### src/rtl/hdlc_tx_buffer_p_if.sv
// hdlc_tx_buffer_p_if: signal bundle between register side, Tx controller and hdlc_tx_buffer_p
// slave (buffer) inputs : Tx_WrBuff, Tx_DataInBuff, Tx_Enable, Tx_AbortFrame, Tx_RdBuff
// slave (buffer) outputs: Tx_DataOutBuff, Tx_DataAvail, Tx_Done, Tx_Full, Tx_FrameSize,
//                         Tx_Overflow, Tx_AbortedTrans
// HDLC_TX_BUF_STATS_EN adds slave outputs Tx_FramesSent, Tx_FramesAborted
interface hdlc_tx_buffer_p_if #(
  parameter int DATA_W = 8,
  parameter int SIZE_W = 8
);
  logic              Tx_WrBuff;
  logic [DATA_W-1:0] Tx_DataInBuff;
  logic              Tx_Enable;
  logic              Tx_AbortFrame;
  logic              Tx_RdBuff;
  logic [DATA_W-1:0] Tx_DataOutBuff;
  logic              Tx_DataAvail;
  logic              Tx_Done;
  logic              Tx_Full;
  logic [SIZE_W-1:0] Tx_FrameSize;
  logic              Tx_Overflow;
  logic              Tx_AbortedTrans;
`ifdef HDLC_TX_BUF_STATS_EN
  logic [15:0]       Tx_FramesSent;
  logic [15:0]       Tx_FramesAborted;
  modport master (
    output Tx_WrBuff, Tx_DataInBuff, Tx_Enable, Tx_AbortFrame, Tx_RdBuff,
    input  Tx_DataOutBuff, Tx_DataAvail, Tx_Done, Tx_Full, Tx_FrameSize,
           Tx_Overflow, Tx_AbortedTrans, Tx_FramesSent, Tx_FramesAborted
  );
  modport slave (
    input  Tx_WrBuff, Tx_DataInBuff, Tx_Enable, Tx_AbortFrame, Tx_RdBuff,
    output Tx_DataOutBuff, Tx_DataAvail, Tx_Done, Tx_Full, Tx_FrameSize,
           Tx_Overflow, Tx_AbortedTrans, Tx_FramesSent, Tx_FramesAborted
  );
`else
  modport master (
    output Tx_WrBuff, Tx_DataInBuff, Tx_Enable, Tx_AbortFrame, Tx_RdBuff,
    input  Tx_DataOutBuff, Tx_DataAvail, Tx_Done, Tx_Full, Tx_FrameSize,
           Tx_Overflow, Tx_AbortedTrans
  );
  modport slave (
    input  Tx_WrBuff, Tx_DataInBuff, Tx_Enable, Tx_AbortFrame, Tx_RdBuff,
    output Tx_DataOutBuff, Tx_DataAvail, Tx_Done, Tx_Full, Tx_FrameSize,
           Tx_Overflow, Tx_AbortedTrans
  );
`endif
endinterface

### src/rtl/hdlc_tx_buffer_p.sv
// hdlc_tx_buffer_p: parametrised HDLC transmit frame buffer (LOAD/SEND frame latch)
// Clk    : system clock, rising edge
// Rst    : asynchronous active-high reset
// bus_io : slave side of hdlc_tx_buffer_p_if (write/enable/abort in, read/avail/status out)
// HDLC_TX_BUF_STATS_EN adds saturating Tx_FramesSent / Tx_FramesAborted counters
module hdlc_tx_buffer_p #(
  parameter int DATA_W = 8,
  parameter int DEPTH  = 128,
  parameter int SIZE_W = $clog2(DEPTH + 1)
) (
  input logic               Clk,
  input logic               Rst,
  hdlc_tx_buffer_p_if.slave bus_io
);
  localparam int AW = $clog2(DEPTH);
  localparam logic [SIZE_W-1:0] FULL_C = SIZE_W'(DEPTH);
  typedef enum logic {LOAD, SEND} state_t;
  state_t state_q, state_d;
  logic [SIZE_W-1:0] wr_ptr_q, wr_ptr_d, rd_ptr_q, rd_ptr_d, rd_nxt;
  logic [DATA_W-1:0] dout_q, dout_d;
  logic avail_q, avail_d, done_q, done_d, ovf_q, ovf_d, abt_q, abt_d;
  logic abort, full, wr_ok, en_ok, rd_ok, last;
  logic [DATA_W-1:0] mem [DEPTH];
  assign abort  = bus_io.Tx_AbortFrame;
  assign full   = wr_ptr_q == FULL_C;
  assign wr_ok  = state_q == LOAD && bus_io.Tx_WrBuff && !full;
  assign en_ok  = state_q == LOAD && bus_io.Tx_Enable && (wr_ptr_q != '0 || wr_ok);
  assign rd_ok  = state_q == SEND && bus_io.Tx_RdBuff && avail_q;
  assign rd_nxt = rd_ptr_q + 1'b1;
  // in SEND wr_ptr holds the latched frame length
  assign last   = rd_nxt >= wr_ptr_q;
  always_ff @(posedge Clk)
    if (wr_ok) mem[wr_ptr_q[AW-1:0]] <= bus_io.Tx_DataInBuff;
  always_comb begin
    state_d  = state_q;
    wr_ptr_d = wr_ptr_q;
    rd_ptr_d = rd_ptr_q;
    dout_d   = dout_q;
    avail_d  = avail_q;
    done_d   = done_q;
    ovf_d    = ovf_q;
    abt_d    = 1'b0;
    if (abort) begin
      state_d  = LOAD;
      wr_ptr_d = '0;
      rd_ptr_d = '0;
      avail_d  = 1'b0;
      done_d   = 1'b1;
      ovf_d    = 1'b0;
      abt_d    = state_q == SEND;
    end else if (state_q == LOAD) begin
      if (wr_ok) wr_ptr_d = wr_ptr_q + 1'b1;
      if (bus_io.Tx_WrBuff && full) ovf_d = 1'b1;
      if (en_ok) begin
        state_d  = SEND;
        rd_ptr_d = '0;
        // an empty buffer with a same-cycle write takes the word straight from the input
        dout_d   = wr_ptr_q == '0 ? bus_io.Tx_DataInBuff : mem[0];
        avail_d  = 1'b1;
        done_d   = 1'b0;
        ovf_d    = 1'b0;
      end
    end else if (rd_ok) begin
      rd_ptr_d = rd_nxt;
      if (last) begin
        state_d  = LOAD;
        wr_ptr_d = '0;
        rd_ptr_d = '0;
        avail_d  = 1'b0;
        done_d   = 1'b1;
      end else dout_d = mem[rd_nxt[AW-1:0]];
    end
  end
  always_ff @(posedge Clk or posedge Rst)
    if (Rst) begin
      state_q  <= LOAD;
      wr_ptr_q <= '0;
      rd_ptr_q <= '0;
      dout_q   <= '0;
      avail_q  <= 1'b0;
      done_q   <= 1'b1;
      ovf_q    <= 1'b0;
      abt_q    <= 1'b0;
    end else begin
      state_q  <= state_d;
      wr_ptr_q <= wr_ptr_d;
      rd_ptr_q <= rd_ptr_d;
      dout_q   <= dout_d;
      avail_q  <= avail_d;
      done_q   <= done_d;
      ovf_q    <= ovf_d;
      abt_q    <= abt_d;
    end
  assign bus_io.Tx_DataOutBuff  = dout_q;
  assign bus_io.Tx_DataAvail    = avail_q;
  assign bus_io.Tx_Done         = done_q;
  assign bus_io.Tx_Full         = full;
  assign bus_io.Tx_FrameSize    = wr_ptr_q;
  assign bus_io.Tx_Overflow     = ovf_q;
  assign bus_io.Tx_AbortedTrans = abt_q;
`ifdef HDLC_TX_BUF_STATS_EN
  logic [15:0] sent_q, abrtd_q;
  always_ff @(posedge Clk or posedge Rst)
    if (Rst) begin
      sent_q  <= '0;
      abrtd_q <= '0;
    end else begin
      if (!abort && rd_ok && last && sent_q != '1) sent_q <= sent_q + 1'b1;
      if (abt_d && abrtd_q != '1) abrtd_q <= abrtd_q + 1'b1;
    end
  assign bus_io.Tx_FramesSent    = sent_q;
  assign bus_io.Tx_FramesAborted = abrtd_q;
`endif
endmodule
### src/flat_wrapper.sv
// flat-port wrapper written by rule: the top's interface ports become plain ports
module hdlc_tx_buffer_p_flat 
#(
  parameter int DATA_W = 8,
  parameter int DEPTH  = 128,
  parameter int SIZE_W = $clog2(DEPTH + 1)
)
  (Clk, Rst, bus_io_Tx_WrBuff, bus_io_Tx_DataInBuff, bus_io_Tx_Enable, bus_io_Tx_AbortFrame, bus_io_Tx_RdBuff, bus_io_Tx_DataOutBuff, bus_io_Tx_DataAvail, bus_io_Tx_Done, bus_io_Tx_Full, bus_io_Tx_FrameSize, bus_io_Tx_Overflow, bus_io_Tx_AbortedTrans);
  hdlc_tx_buffer_p_if #(.DATA_W(DATA_W), .SIZE_W(SIZE_W)) bus_io_i ();
  input logic Clk;
  input logic Rst;
  input wire logic [$bits(bus_io_i.Tx_WrBuff)-1:0] bus_io_Tx_WrBuff;
  input wire logic [$bits(bus_io_i.Tx_DataInBuff)-1:0] bus_io_Tx_DataInBuff;
  input wire logic [$bits(bus_io_i.Tx_Enable)-1:0] bus_io_Tx_Enable;
  input wire logic [$bits(bus_io_i.Tx_AbortFrame)-1:0] bus_io_Tx_AbortFrame;
  input wire logic [$bits(bus_io_i.Tx_RdBuff)-1:0] bus_io_Tx_RdBuff;
  output wire logic [$bits(bus_io_i.Tx_DataOutBuff)-1:0] bus_io_Tx_DataOutBuff;
  output wire logic [$bits(bus_io_i.Tx_DataAvail)-1:0] bus_io_Tx_DataAvail;
  output wire logic [$bits(bus_io_i.Tx_Done)-1:0] bus_io_Tx_Done;
  output wire logic [$bits(bus_io_i.Tx_Full)-1:0] bus_io_Tx_Full;
  output wire logic [$bits(bus_io_i.Tx_FrameSize)-1:0] bus_io_Tx_FrameSize;
  output wire logic [$bits(bus_io_i.Tx_Overflow)-1:0] bus_io_Tx_Overflow;
  output wire logic [$bits(bus_io_i.Tx_AbortedTrans)-1:0] bus_io_Tx_AbortedTrans;
  assign bus_io_i.Tx_WrBuff = bus_io_Tx_WrBuff;
  assign bus_io_i.Tx_DataInBuff = bus_io_Tx_DataInBuff;
  assign bus_io_i.Tx_Enable = bus_io_Tx_Enable;
  assign bus_io_i.Tx_AbortFrame = bus_io_Tx_AbortFrame;
  assign bus_io_i.Tx_RdBuff = bus_io_Tx_RdBuff;
  assign bus_io_Tx_DataOutBuff = bus_io_i.Tx_DataOutBuff;
  assign bus_io_Tx_DataAvail = bus_io_i.Tx_DataAvail;
  assign bus_io_Tx_Done = bus_io_i.Tx_Done;
  assign bus_io_Tx_Full = bus_io_i.Tx_Full;
  assign bus_io_Tx_FrameSize = bus_io_i.Tx_FrameSize;
  assign bus_io_Tx_Overflow = bus_io_i.Tx_Overflow;
  assign bus_io_Tx_AbortedTrans = bus_io_i.Tx_AbortedTrans;
  hdlc_tx_buffer_p #(.DATA_W(DATA_W), .DEPTH(DEPTH), .SIZE_W(SIZE_W)) u_core (.Clk(Clk), .Rst(Rst), .bus_io(bus_io_i));
endmodule
### config.mk
export PLATFORM = sky130hd
export DESIGN_NAME = hdlc_tx_buffer_p_flat
export DESIGN_NICKNAME = d
export VERILOG_FILES = /design/src/rtl/hdlc_tx_buffer_p_if.sv /design/src/rtl/hdlc_tx_buffer_p.sv /design/src/flat_wrapper.sv
export SDC_FILE = /design/constraint.sdc
export NUM_CORES = 1
export LEC_CHECK = 0
export ABC_CLOCK_PERIOD_IN_PS = 8200
export BUFFER_PORTS_ARGS = -buffer_cell sky130_fd_sc_hd__buf_2
export CAP_MARGIN = 20
export CORE_ASPECT_RATIO = 1.4
export CORE_MARGIN = 4
export CORE_UTILIZATION = 50
export CTS_BUF_LIST = sky130_fd_sc_hd__clkbuf_8
export DETAILED_ROUTE_END_ITERATION = 8
export PLACE_DENSITY_LB_ADDON = 0.12
export SYNTH_ARGS = -nofsm -noshare
export SYNTH_HDL_FRONTEND = slang
export SYNTH_SLANG_ARGS = --single-unit
### constraint.sdc
create_clock -name Clk -period 8.2 [get_ports Clk]
set_input_delay 0.41 -clock Clk [delete_from_list [all_inputs] [get_ports Clk]]
set_output_delay 0.41 -clock Clk [all_outputs]
set_load 0.05 [all_outputs]
==> results of run 1 <==
-- path summary, 6_finish.rpt --
check | from | end
setup / recovery | u_core.rd_ptr_q[0]$_DFFE_PP0P_ | u_core.bus_io.Tx_DataOutBuff[6]$_DFFE_PP0P_
hold / removal | bus_io_Tx_Enable | u_core.bus_io.Tx_Done$_DFFE_PP1P_
setup reg to reg | u_core.rd_ptr_q[0]$_DFFE_PP0P_ | u_core.bus_io.Tx_DataOutBuff[6]$_DFFE_PP0P_
hold reg to reg | u_core.rd_ptr_q[7]$_DFFE_PP0P_ | u_core.rd_ptr_q[7]$_DFFE_PP0P_
max in group asynchronous | Rst | u_core.rd_ptr_q[0]$_DFFE_PP0P_
min in group asynchronous | Rst | u_core.bus_io.Tx_FrameSize[4]$_DFFE_PP0P_
-- final cells by class --
class / instances / share of cell area
Inverter: 19 / 0.00163
Timing Repair Buffer: 78 / 0.0114
Clock buffer: 163 / 0.0486
Antenna cell: 4 / 0.000217
Multi-Input combinational cell: 875 / 0.215
Sequential cell: 1053 / 0.682
Tap cell: 1079 / 0.0292
Clock inverter: 123 / 0.0129
-- layout by cell type, fill, tap and decap left out, types with 43 or more instances in the layout --
cell type  count
clkinv_1      46
mux4_2       258
and2_1        43
edfxtp_1    1024
buf_4         43
inv_1         65
nor2_1       137
mux2i_1       45
nand2_1       62
a21oi_1       47
clkbuf_8     163
-- state kept, by name, indices dropped and copies added (netlist names) --
name and count:
u_core.bus_io.Tx_AbortedTrans 1, u_core.bus_io.Tx_DataAvail 1, u_core.bus_io.Tx_DataOutBuff 8, u_core.bus_io.Tx_Done 1, u_core.bus_io.Tx_FrameSize 8, u_core.bus_io.Tx_Overflow 1
u_core.mem 1024, u_core.rd_ptr_q 8, u_core.state_q 1
-- power by group through the flow --
stage / sequential [µW] / combinational (µW) / clock, µW
6_report: 6050 / 639 / 3910
5_1_grt: 6050 / 670 / 4270
4_1_cts: 6050 / 639 / 4000
3_5_place_dp: 6160 / 640 / 0
3_3_place_gp: 6160 / 632 / 0
2_1_floorplan: 6210 / 240 / 0
-- layer usage --
metal | wire [µm] | vias up
li1 | - | 8843
met1 | 40200 | 11200
met2 | 54600 | 743
met3 | 5960 | 206
met4 | 4360 | 0
met5 | 0 | -
-- through the flow --
| stage | total power (µW) | instances | setup WS, ps | hold slack (ps) |
|---|---|---|---|---|
| after floorplan | 6450 | 2062 | 4900 | 477 |
| after global placement | 6790 | 3096 | 2700 | 505 |
| after detailed placement | 6800 | 3101 | 3080 | 510 |
| after CTS | 10700 | 3389 | 3050 | 9.25 |
| after global routing | 11000 | 3394 | 2880 | 29.4 |
| final | 10600 | 3394 | 3100 | 72.0 |
-- tightest hold or removal path: stages --
cell and delay, ps:
buf_2 140, o41a_4 140, nand2_1 60, a21o_1 100
-- cells by family after synthesis --
kind of cell,share of synthesized area
buf+inv,0.0185
compound gates,0.0341
mux,0.157
simple gates,0.0379
flops,0.747
xor+xnor,0.00208
fa+ha+maj,0.00327
==> summary.txt, run 1 <==
Global route
  – Pin count of the biggest net entering global routing: 119
  – Vias in the first global route: 22200
  – Busiest grt layer: met2
  – GR Util met3: 0.0449
  – Initial antenna violation count: 2
  – Met1 GRT Util: 0.306
  – Gr ovfl total: 0
  – Total GRT Usage: 0.240
  – Met2 Track Usage GR: 0.411
  – First-pass GRT wire length: 153 mm

Critical path
  – Crit path max fanout: 43
  – Reg2reg path depth: 8
  – Worst Setup End Kind: register
  – Cell mode on critical path: buf_4
  – R2R Setup Slk: 3100 ps
  – CP Buf/Inv Count: 2
  – Crit-path max cell delay: 1040 ps
  – Worst EP required: 8930 ps
  – Critical path depth: 8
  – Critical path class: reg2reg
  – CP max stage cell: a2111oi_1
  – Crit path max-delay family: compound AO/OA/AOI/OAI gates
  – Critical-path cell list: ha_4, buf_4, buf_4, mux4_2, mux2i_1, a2111oi_1, o22ai_1, o21ai_1
  – Startpoint class of the critical path: register
  – Worst path arrival time: 5830 ps

Clock tree
  – CTS Hold Bufs: 2
  – CTS Buf Count: 157
  – H-tree depth: 4
  – Max Buffers Root-to-Sink: 3
  – Clk_lat worst skew: 820 ps
  – Cts repair resizes: 0
  – Setup bufs post-CTS: 0
  – Clk slew on worst S/H paths: 70 ps
  – CTS tree: done
  – CTS sink count: 1053
  – CTS root buffer: clkbuf_8

Synth
  – Post-synth top area cell: edfxtp_1
  – Ys flop type: edfxtp_1
  – Synth cell count leaders: edfxtp_1 (1024), mux4_2 (258), nor2_1 (137)
  – Post-Synthesis Cells: 2062
  – Yosys cell types: 77
  – Mapped Avg Cell Area: 20.4 µm²
  – Seq/Total Area, Yosys: 0.747
  – Async S/R FF share, synth: 0.0275
  – Synth area leaders: edfxtp_1 (73%), mux4_2 (14%), dfrtp_1 (1.7%)
  – Synthesized cell area: 0.0421 mm²
  – Number of flops mapped to enable cells by yosys: 1024
  – Synth top area share: 0.730
  – Syn. warnings: 0
  – Seq cells post-synth: 1053
  – Mapped Nets: 2087
  – Top-count cell post-synth: edfxtp_1

Power and ir drop
  – Clock share of power: 0.369
  – Sw frac: 0.243
  – Lkg Pwr: 0.0141 µW
  – Power share of the combinational group: 0.060
  – Cell Int Power: 8020 µW
  – Flop pwr share: 0.571
  – Maximum vdd drop: 0.000237 V
  – Switching power: 2580 µW
  – PD cells: 229 mW/mm²

Final layout
  – Number of fill cells: 6415
  – Layout cell share with drive strength beyond 1: 0.252
  – Fin util: 0.555
  – Reg area: 0.0315 mm²
  – Area growth syn-to-layout: 9.68%
  – Cell area after layout: 0.0462 mm²
  – Area of the multi-input gates: 0.00991 mm²
  – Nets@finish: 2209

Placement
  – Final GP Congestion: 0.907
  – Dpl cell area: 0.0433 mm²
  – DP Wirelength: 64.5 mm
  – # port buffers: 34

Timing
  – Final Hold Vio Count: 0
  – Fin crit share: 0.622
  – Fin crit period: 5100 ps
  – Max Freq: 0.196 GHz
  – RSZ-0062 raised after global routing: false
  – Fin. max-slew vios: 0
  – Clock skew: 21.3 ps
  – Setup violators final: 0
  – Slew margin rel.: 0.211
  – Setup tns final: 0 ps
  – Slew @ Worst Pin: 1180 ps

Detailed routing
  – Residual DRC count: 0
  – Initial DRC count: 1966
  – Drt wl/cell: 31.0 µm
  – Antenna-violating nets left: 0
  – First-pass detailed-route iteration total: 6
  – DRT Wirelength: 105 mm
  – Via density per instance: 6.19
  – Via count: 21000

Run status
  – Run status: finished clean

Floorplanning
  – Row count: 125
  – Core footprint: 0.0832 mm²
  – IO Count: 35
  – Die area: 0.0890 mm²
  – Die Y: 351 µm
  – Initial Utilization: 0.506
  – Chip width: 253 µm

Min path
  – Worst Hold Class: in2reg
  – Worst hold path depth: 4

Job
  – Max-capacitance violation count: 0
Power figures use the tool's default switching activity.
==> inputs of run 2 (changes only) <==
--- a/config.mk
+++ b/config.mk
@@ -5,7 +5,7 @@
 export SDC_FILE = /design/constraint.sdc
 export NUM_CORES = 1
 export LEC_CHECK = 0
-export ABC_CLOCK_PERIOD_IN_PS = 8200
+export ABC_CLOCK_PERIOD_IN_PS = 4600
 export BUFFER_PORTS_ARGS = -buffer_cell sky130_fd_sc_hd__buf_2
 export CAP_MARGIN = 20
 export CORE_ASPECT_RATIO = 1.4
==> constraint.sdc (replaced) <==
create_clock -name Clk -period 4.6 [get_ports Clk]
set_input_delay 0.23 -clock Clk [delete_from_list [all_inputs] [get_ports Clk]]
set_output_delay 0.23 -clock Clk [all_outputs]
set_load 0.05 [all_outputs]
==> run 2 against run 1 <==
Net effect:
- routed wire length is 1.1% lower
- critical path type unchanged
- count of clock-buffer cells in the layout down 1
- fmax is 20% higher
- cell count up 0.74%
- sequential power is 79% higher
- sequential share of layout area shrank 0.45 points
- via count decreased by 0.27%
- clock power grew 79%
- largest power group unchanged
==> summary.txt, run 2 (synthesized netlist as in run 1, its figures left out) <==
Run status
  – Run status: finished clean

Timing
  – Fin crit share: 0.928 (+0.305)
  – Max Freq: 0.234 GHz (+20%)
  – Final Hold Vio Count: 0 (unchanged)
  – Slew @ Worst Pin: 1230 ps (+46.6 ps)
  – Fin. max-slew vios: 0 (unchanged)
  – Setup tns final: 0 ps (unchanged)
  – Clock skew: 21.9 ps (+0.548 ps)
  – RSZ-0062 raised after global routing: false
  – Slew margin rel.: 0.160 (-0.0503)
  – Fin crit period: 4270 ps (-836 ps)
  – Setup violators final: 0 (unchanged)

Critical path
  – Crit path max fanout: 17 (-60%)
  – Crit-path max cell delay: 690 ps (-350 ps)
  – Reg2reg path depth: 11 (+3)
  – R2R Setup Slk: 330 ps (-2760 ps)
  – Worst path arrival time: 4980 ps (-850 ps)
  – Crit Reg-Reg Endpoint: u_core.bus_io.Tx_DataOutBuff[2]$_DFFE_PP0P_
  – Worst reg2reg path startpoint: u_core.rd_ptr_q[2]$_DFFE_PP0P_
  – Worst Setup End Kind: register
  – Critical path class: reg2reg
  – Startpoint class of the critical path: register
  – Crit path max-delay family: simple AND/OR/NAND/NOR gates
  – Worst EP required: 5310 ps (-3620 ps)
  – CP max stage cell: dfrtp_1
  – Critical-path cell list: nand3_1, o21a_1, nor2_4, inv_2, ha_1, and4_1, a2111o_1, or3_1, nor2_2, o211ai_1, o31ai_1
  – CP Buf/Inv Count: 1 (-1)

Final layout
  – Commonest non-fill, non-tap cell in the layout: edfxtp_1
  – Layout cell share with drive strength beyond 1: 0.261 (+0.00907)
  – Nets@finish: 2238 (+1.3%)
  – Most frequent cells in the layout: edfxtp_1 (1024), mux4_2 (258), clkbuf_8 (162)
  – Number of fill cells: 6401 (-0.22%)
  – Area growth syn-to-layout: 10.4%
  – Max reg flops: 1024 (unchanged)
  – Fin util: 0.559 (+0.00373)
  – Reg area: 0.0315 mm² (unchanged)
  – Area of the multi-input gates: 0.00990 mm² (-0.14%)

Detailed routing
  – First-pass detailed-route iteration total: 5 (-1)
  – DRT Wirelength: 104 mm (-1.1%)
  – Via count: 20900 (-0.27%)
  – Initial DRC count: 1771 (-9.9%)
  – Antenna-violating nets left: 0 (unchanged)
  – Drt wl/cell: 30.4 µm (-1.8%)
  – Residual DRC count: 0 (unchanged)
  – Via density per instance: 6.13 (-1.0%)

Min path
  – Hold wc startpoint: bus_io_Tx_DataInBuff[5]
  – Worst hold path depth: 1 (-3)
  – Worst Hold Class: in2reg
  – Hold Path End: u_core.mem[67][5]$_DFFE_PP_

Placement
  – DP Wirelength: 65.3 mm (+1.3%)
  – # port buffers: 34 (unchanged)
  – Final GP Congestion: 0.869 (-4.2%)

Power and ir drop
  – PD cells: 408 mW/mm² (+78%)
  – Maximum vdd drop: 0.000439 V (+86%)
  – Lkg Pwr: 0.0142 µW (+0.81%)

Global route
  – Gr ovfl total: 0 (unchanged)
  – Total GRT Usage: 0.239 (-0.00162)
  – Vias in the first global route: 21900 (-1.1%)
  – Pin count of the biggest net entering global routing: 84 (-29%)
  – First-pass GRT wire length: 153 mm (-0.45%)
  – Initial antenna violation count: 3 (+1)

Floorplanning
  – Die Y: 351 µm (unchanged)
  – Row count: 125 (unchanged)
  – Initial Utilization: 0.506 (unchanged)
  – Die area: 0.0890 mm² (unchanged)
  – Core footprint: 0.0832 mm² (unchanged)
  – Chip width: 253 µm (unchanged)
  – IO Count: 35 (unchanged)

Clock tree
  – CTS root buffer: clkbuf_8
  – Clk_lat worst skew: 810 ps (about the same)
  – H-tree depth: 4 (unchanged)
  – CTS sink count: 1053 (unchanged)
  – CTS tree: done
  – CTS Buf Count: 157 (unchanged)
  – Max Buffers Root-to-Sink: 3 (unchanged)
  – Clk slew on worst S/H paths: 60 ps (about the same)
  – Setup bufs post-CTS: 0 (unchanged)

Job
  – Max-capacitance violation count: 0 (unchanged)
[run 2: cell types whose count changed in the layout (fill, tap and decap cells not counted), sizes merged]
cell	delta
dlymetal6s2s	-1
clkbuf	-1
dlygate4sd3	+5
diode	-2
clkinv	+9
buf	+25
bufinv	+1
inv	-14
clkinvlp	+3
[run 2: layout make-up]
cell class,instances,share of cell area
inverter,19,0.00161
tap,1079,0.0290
sequential,1053,0.677
multi-input combinational,875,0.213
clock inverter,122,0.0133
antenna,2,0.000108
clock buffer,162,0.0479
timing repair buffer,107,0.0181
[run 2: metal layers]
layer / global-route usage / up-vias / part of all wire
met5: 0 / - / 0
li1: - / 8894 / -
met2: 0.407 / 743 / 0.52
met4: 0.105 / 0 / 0.045
met1: 0.305 / 11100 / 0.38
met3: 0.0401 / 205 / 0.054
[run 2: stage by stage]
stage | cell area, µm² | std cells | setup WS [ps] | hold WS [ps] | total power [µW]
6_report | 46500 | 3419 | 333 | 61.9 | 19000
4_1_cts | 46500 | 3417 | 388 | 8.65 | 19100
3_5_place_dp | 43600 | 3126 | 417 | 374 | 12200
5_1_grt | 46500 | 3419 | 27.9 | 45.5 | 19600
2_1_floorplan | 42100 | 2062 | 1300 | 297 | 11500
3_3_place_gp | 43600 | 3125 | 532 | 364 | 12100
[run 2: worst max path at each step]
stage,from,endpoint,cells past startpoint
after CTS,u_core.rd_ptr_q[2]$_DFFE_PP0P_,u_core.bus_io.Tx_DataOutBuff[2]$_DFFE_PP0P_,11
after floorplan,u_core.rd_ptr_q[1]$_DFFE_PP0P_,u_core.bus_io.Tx_FrameSize[5]$_DFFE_PP0P_,14
final,u_core.rd_ptr_q[2]$_DFFE_PP0P_,u_core.bus_io.Tx_DataOutBuff[2]$_DFFE_PP0P_,11
after global routing,u_core.rd_ptr_q[2]$_DFFE_PP0P_,u_core.bus_io.Tx_DataOutBuff[2]$_DFFE_PP0P_,11
after global placement,u_core.rd_ptr_q[2]$_DFFE_PP0P_,u_core.bus_io.Tx_DataOutBuff[2]$_DFFE_PP0P_,11
after detailed placement,u_core.rd_ptr_q[2]$_DFFE_PP0P_,u_core.bus_io.Tx_DataOutBuff[2]$_DFFE_PP0P_,11
[run 2: power by group]
| part | internal, µW | leakage, µW | switching (µW) | total, µW |
|---|---|---|---|---|
| combinational | 263 | 0.00300 | 940 | 1200 |
| clock | 3450 | 0.00159 | 3540 | 7000 |
| sequential | 10600 | 0.00959 | 132 | 10800 |
| total | 14300 | 0.0142 | 4620 | 19000 |
[run 2: what timing repair did]
action,CTS,global route
hold buffers,7,0
endpoints found under the hold margin,95,0
resized for setup,0,0
==> inputs of run 3 (changes only) <==
--- a/config.mk
+++ b/config.mk
@@ -13,7 +13,7 @@
 export CORE_UTILIZATION = 50
 export CTS_BUF_LIST = sky130_fd_sc_hd__clkbuf_8
 export DETAILED_ROUTE_END_ITERATION = 8
-export PLACE_DENSITY_LB_ADDON = 0.12
+export PLACE_DENSITY = 0.71
 export SYNTH_ARGS = -nofsm -noshare
 export SYNTH_HDL_FRONTEND = slang
 export SYNTH_SLANG_ARGS = --single-unit
==> run 3 against run 2 <==
Net effect:
- clock power decreased by 2%
- flip-flop and latch count unchanged
- worst setup slack improved by 72 ps
- clock skew increased by 9.4 ps
- combinational power decreased by 4%
- sequential share of layout area increased by 0.26 points
- cell count decreased by 0.99%
- critical path type unchanged
==> summary.txt, run 3 (synthesized netlist as in run 1, its figures left out) <==
Placement
  – # port buffers: 34 (unchanged)
  – Final GP Congestion: 0.935 (+7.6%)
  – Dpl ws: 488 ps (+70.6 ps)
  – DP Wirelength: 61.0 mm (-6.6%)

Timing
  – Setup violators final: 0 (unchanged)
  – Slew margin rel.: 0.192 (+0.0318)
  – Fin crit share: 0.912 (-0.0157)
  – Fin crit period: 4200 ps (-72.2 ps)
  – Clock skew: 31.3 ps (+9.41 ps)
  – Final Hold Vio Count: 0 (unchanged)
  – Max Freq: 0.238 GHz (+1.7%)
  – Fin. max-slew vios: 0 (unchanged)
  – Setup tns final: 0 ps (unchanged)
  – Slew @ Worst Pin: 1210 ps (-16.0 ps)
  – RSZ-0062 raised after global routing: false
  – Hold_ws: 47.4 ps (-14.5 ps)
  – Min setup slack post-route: 405 ps (+72.2 ps)

Clock tree
  – CTS tree: done
  – CTS sink count: 1053 (unchanged)
  – CTS Buf Count: 149 (-5.1%)
  – H-tree depth: 4 (unchanged)
  – CTS Hold Bufs: 9 (+2)
  – CTS root buffer: clkbuf_8
  – Clk slew on worst S/H paths: 70 ps (about the same)
  – Clk_lat worst skew: 810 ps (about the same)
  – Max Buffers Root-to-Sink: 3 (unchanged)
  – Cts repair resizes: 0 (unchanged)
  – Setup bufs post-CTS: 0 (unchanged)

Floorplanning
  – Die area: 0.0890 mm² (unchanged)
  – Chip width: 253 µm (unchanged)
  – Core footprint: 0.0832 mm² (unchanged)
  – Die Y: 351 µm (unchanged)
  – Row count: 125 (unchanged)
  – Initial Utilization: 0.506 (unchanged)
  – IO Count: 35 (unchanged)

Global route
  – Gr ovfl total: 0 (unchanged)
  – Vias in the first global route: 21800 (-0.62%)
  – Pin count of the biggest net entering global routing: 117 (+39%)
  – Initial antenna violation count: 3 (unchanged)
  – First-pass GRT wire length: 147 mm (-4.0%)
  – Total GRT Usage: 0.226 (-0.0126)

Power and ir drop
  – Lkg Pwr: 0.0140 µW (-1.0%)
  – PD cells: 406 mW/mm² (-0.45%)
  – Total Power Consumption: 18800 µW (-0.83%)
  – Maximum vdd drop: 0.000339 V (-23%)

Critical path
  – Crit path max-delay family: simple AND/OR/NAND/NOR gates
  – CP max stage cell: dfrtp_1
  – CP Buf/Inv Count: 1 (unchanged)
  – Worst EP required: 5310 ps (about the same)
  – R2R Setup Slk: 400 ps (+70 ps)
  – Crit path max fanout: 17 (unchanged)
  – Crit-path max cell delay: 670 ps (-20 ps)
  – Crit path to: u_core.bus_io.Tx_DataOutBuff[2]$_DFFE_PP0P_
  – Worst Setup End Kind: register
  – Worst path arrival time: 4900 ps (-80 ps)
  – Critical path depth: 11 (unchanged)
  – Startpoint class of the critical path: register
  – Critical-path cell list: nand3_1, o21a_1, nor2_4, inv_2, ha_1, and4_1, a2111o_1, or3_1, nor2_2, o211ai_1, o31ai_1
  – Crit path from: u_core.rd_ptr_q[2]$_DFFE_PP0P_
  – Worst reg2reg path startpoint: u_core.rd_ptr_q[2]$_DFFE_PP0P_
  – Crit Reg-Reg Endpoint: u_core.bus_io.Tx_DataOutBuff[2]$_DFFE_PP0P_
  – Critical path class: reg2reg
  – Reg2reg path depth: 11 (unchanged)

Final layout
  – Commonest non-fill, non-tap cell in the layout: edfxtp_1
  – Nets@finish: 2212 (-1.2%)
  – Most frequent cells in the layout: edfxtp_1 (1024), mux4_2 (258), clkbuf_8 (151)
  – Max reg flops: 1024 (unchanged)
  – Layout cell share with drive strength beyond 1: 0.260 (-0.000603)
  – Area growth syn-to-layout: 10.0%

Detailed routing
  – Via density per instance: 6.25 (+2.0%)
  – Antenna-violating nets left: 0 (unchanged)
  – Via count: 21200 (+1.0%)
  – First-pass detailed-route iteration total: 6 (+1)
  – Initial DRC count: 2521 (+42%)
  – Drt wl/cell: 29.1 µm (-4.2%)
  – DRT Wirelength: 98.6 mm (-5.2%)
  – Residual DRC count: 0 (unchanged)

Run status
  – Run status: finished clean

Job
  – Max-capacitance violation count: 0 (unchanged)

Min path
  – Worst Hold Class: in2reg
## run 3: cell count changes in the layout (fill, tap and decap cells not counted), sizes merged
cell | previous run | this run
clkbuf | 162 | 152
diode | 2 | 1
clkinvlp | 5 | 15
dlygate4sd3 | 7 | 9
bufinv | 3 | 6
clkinv | 72 | 61
inv | 61 | 55
buf | 100 | 79
## run 3: cell type report
cell class | instances | area, µm²
antenna | 1 | 2.50
clock buffer | 151 | 2080
clock inverter | 118 | 697
fill | 6154 | 36900
inverter | 19 | 75.1
multi-input combinational | 875 | 9910
sequential | 1053 | 31500
tap | 1079 | 1350
timing repair buffer | 89 | 728
## run 3: metal layers
metal,vias to the layer above,GRT usage,share of wire
li1,8830,-,-
met1,11100,0.287,0.36
met2,1013,0.382,0.52
met3,242,0.0432,0.070
met4,4,0.101,0.047
met5,-,0,0.00014
## run 3: how the worst min path moves through the flow
stage	slack, ps	end	cells past startpoint	start
floorplan	300	u_core.bus_io.Tx_Overflow$_DFFE_PP0P_	1	bus_io_Tx_AbortFrame
global placement	410	u_core.rd_ptr_q[0]$_DFFE_PP0P_	3	Rst
detailed placement	410	u_core.bus_io.Tx_DataOutBuff[1]$_DFFE_PP0P_	3	Rst
CTS	20	u_core.rd_ptr_q[7]$_DFFE_PP0P_	4	bus_io_Tx_Enable
global route	30	u_core.mem[65][3]$_DFFE_PP_	1	bus_io_Tx_DataInBuff[3]
finish	50	u_core.mem[67][3]$_DFFE_PP_	1	bus_io_Tx_DataInBuff[3]
## run 3: through the flow
stage / util / cells / cell area, µm²
detailed placement: 0.522 / 3104 / 43400
finish: 0.557 / 3385 / 46300
floorplan: - / 2062 / 42100
CTS: 0.557 / 3382 / 46300
global placement: 0.522 / 3102 / 43400
global route: 0.557 / 3385 / 46300
## run 3: worst register-to-register path, cell delays in order, from the launching register on
cell and delay (ps):
dfrtp_1 670, nand3_1 320, o21a_1 340, nor2_4 240
inv_2 140, ha_1 320, and4_1 220, a2111o_1 450
or3_1 360, nor2_2 600, o211ai_1 210, o31ai_1 230
## run 3: power by group
part | leakage (µW) | internal, µW | switching (µW)
Combinational | 0.00292 | 239 | 907
Sequential | 0.00959 | 10600 | 151
Clock | 0.00152 | 3420 | 3460
Total | 0.0140 | 14300 | 4520
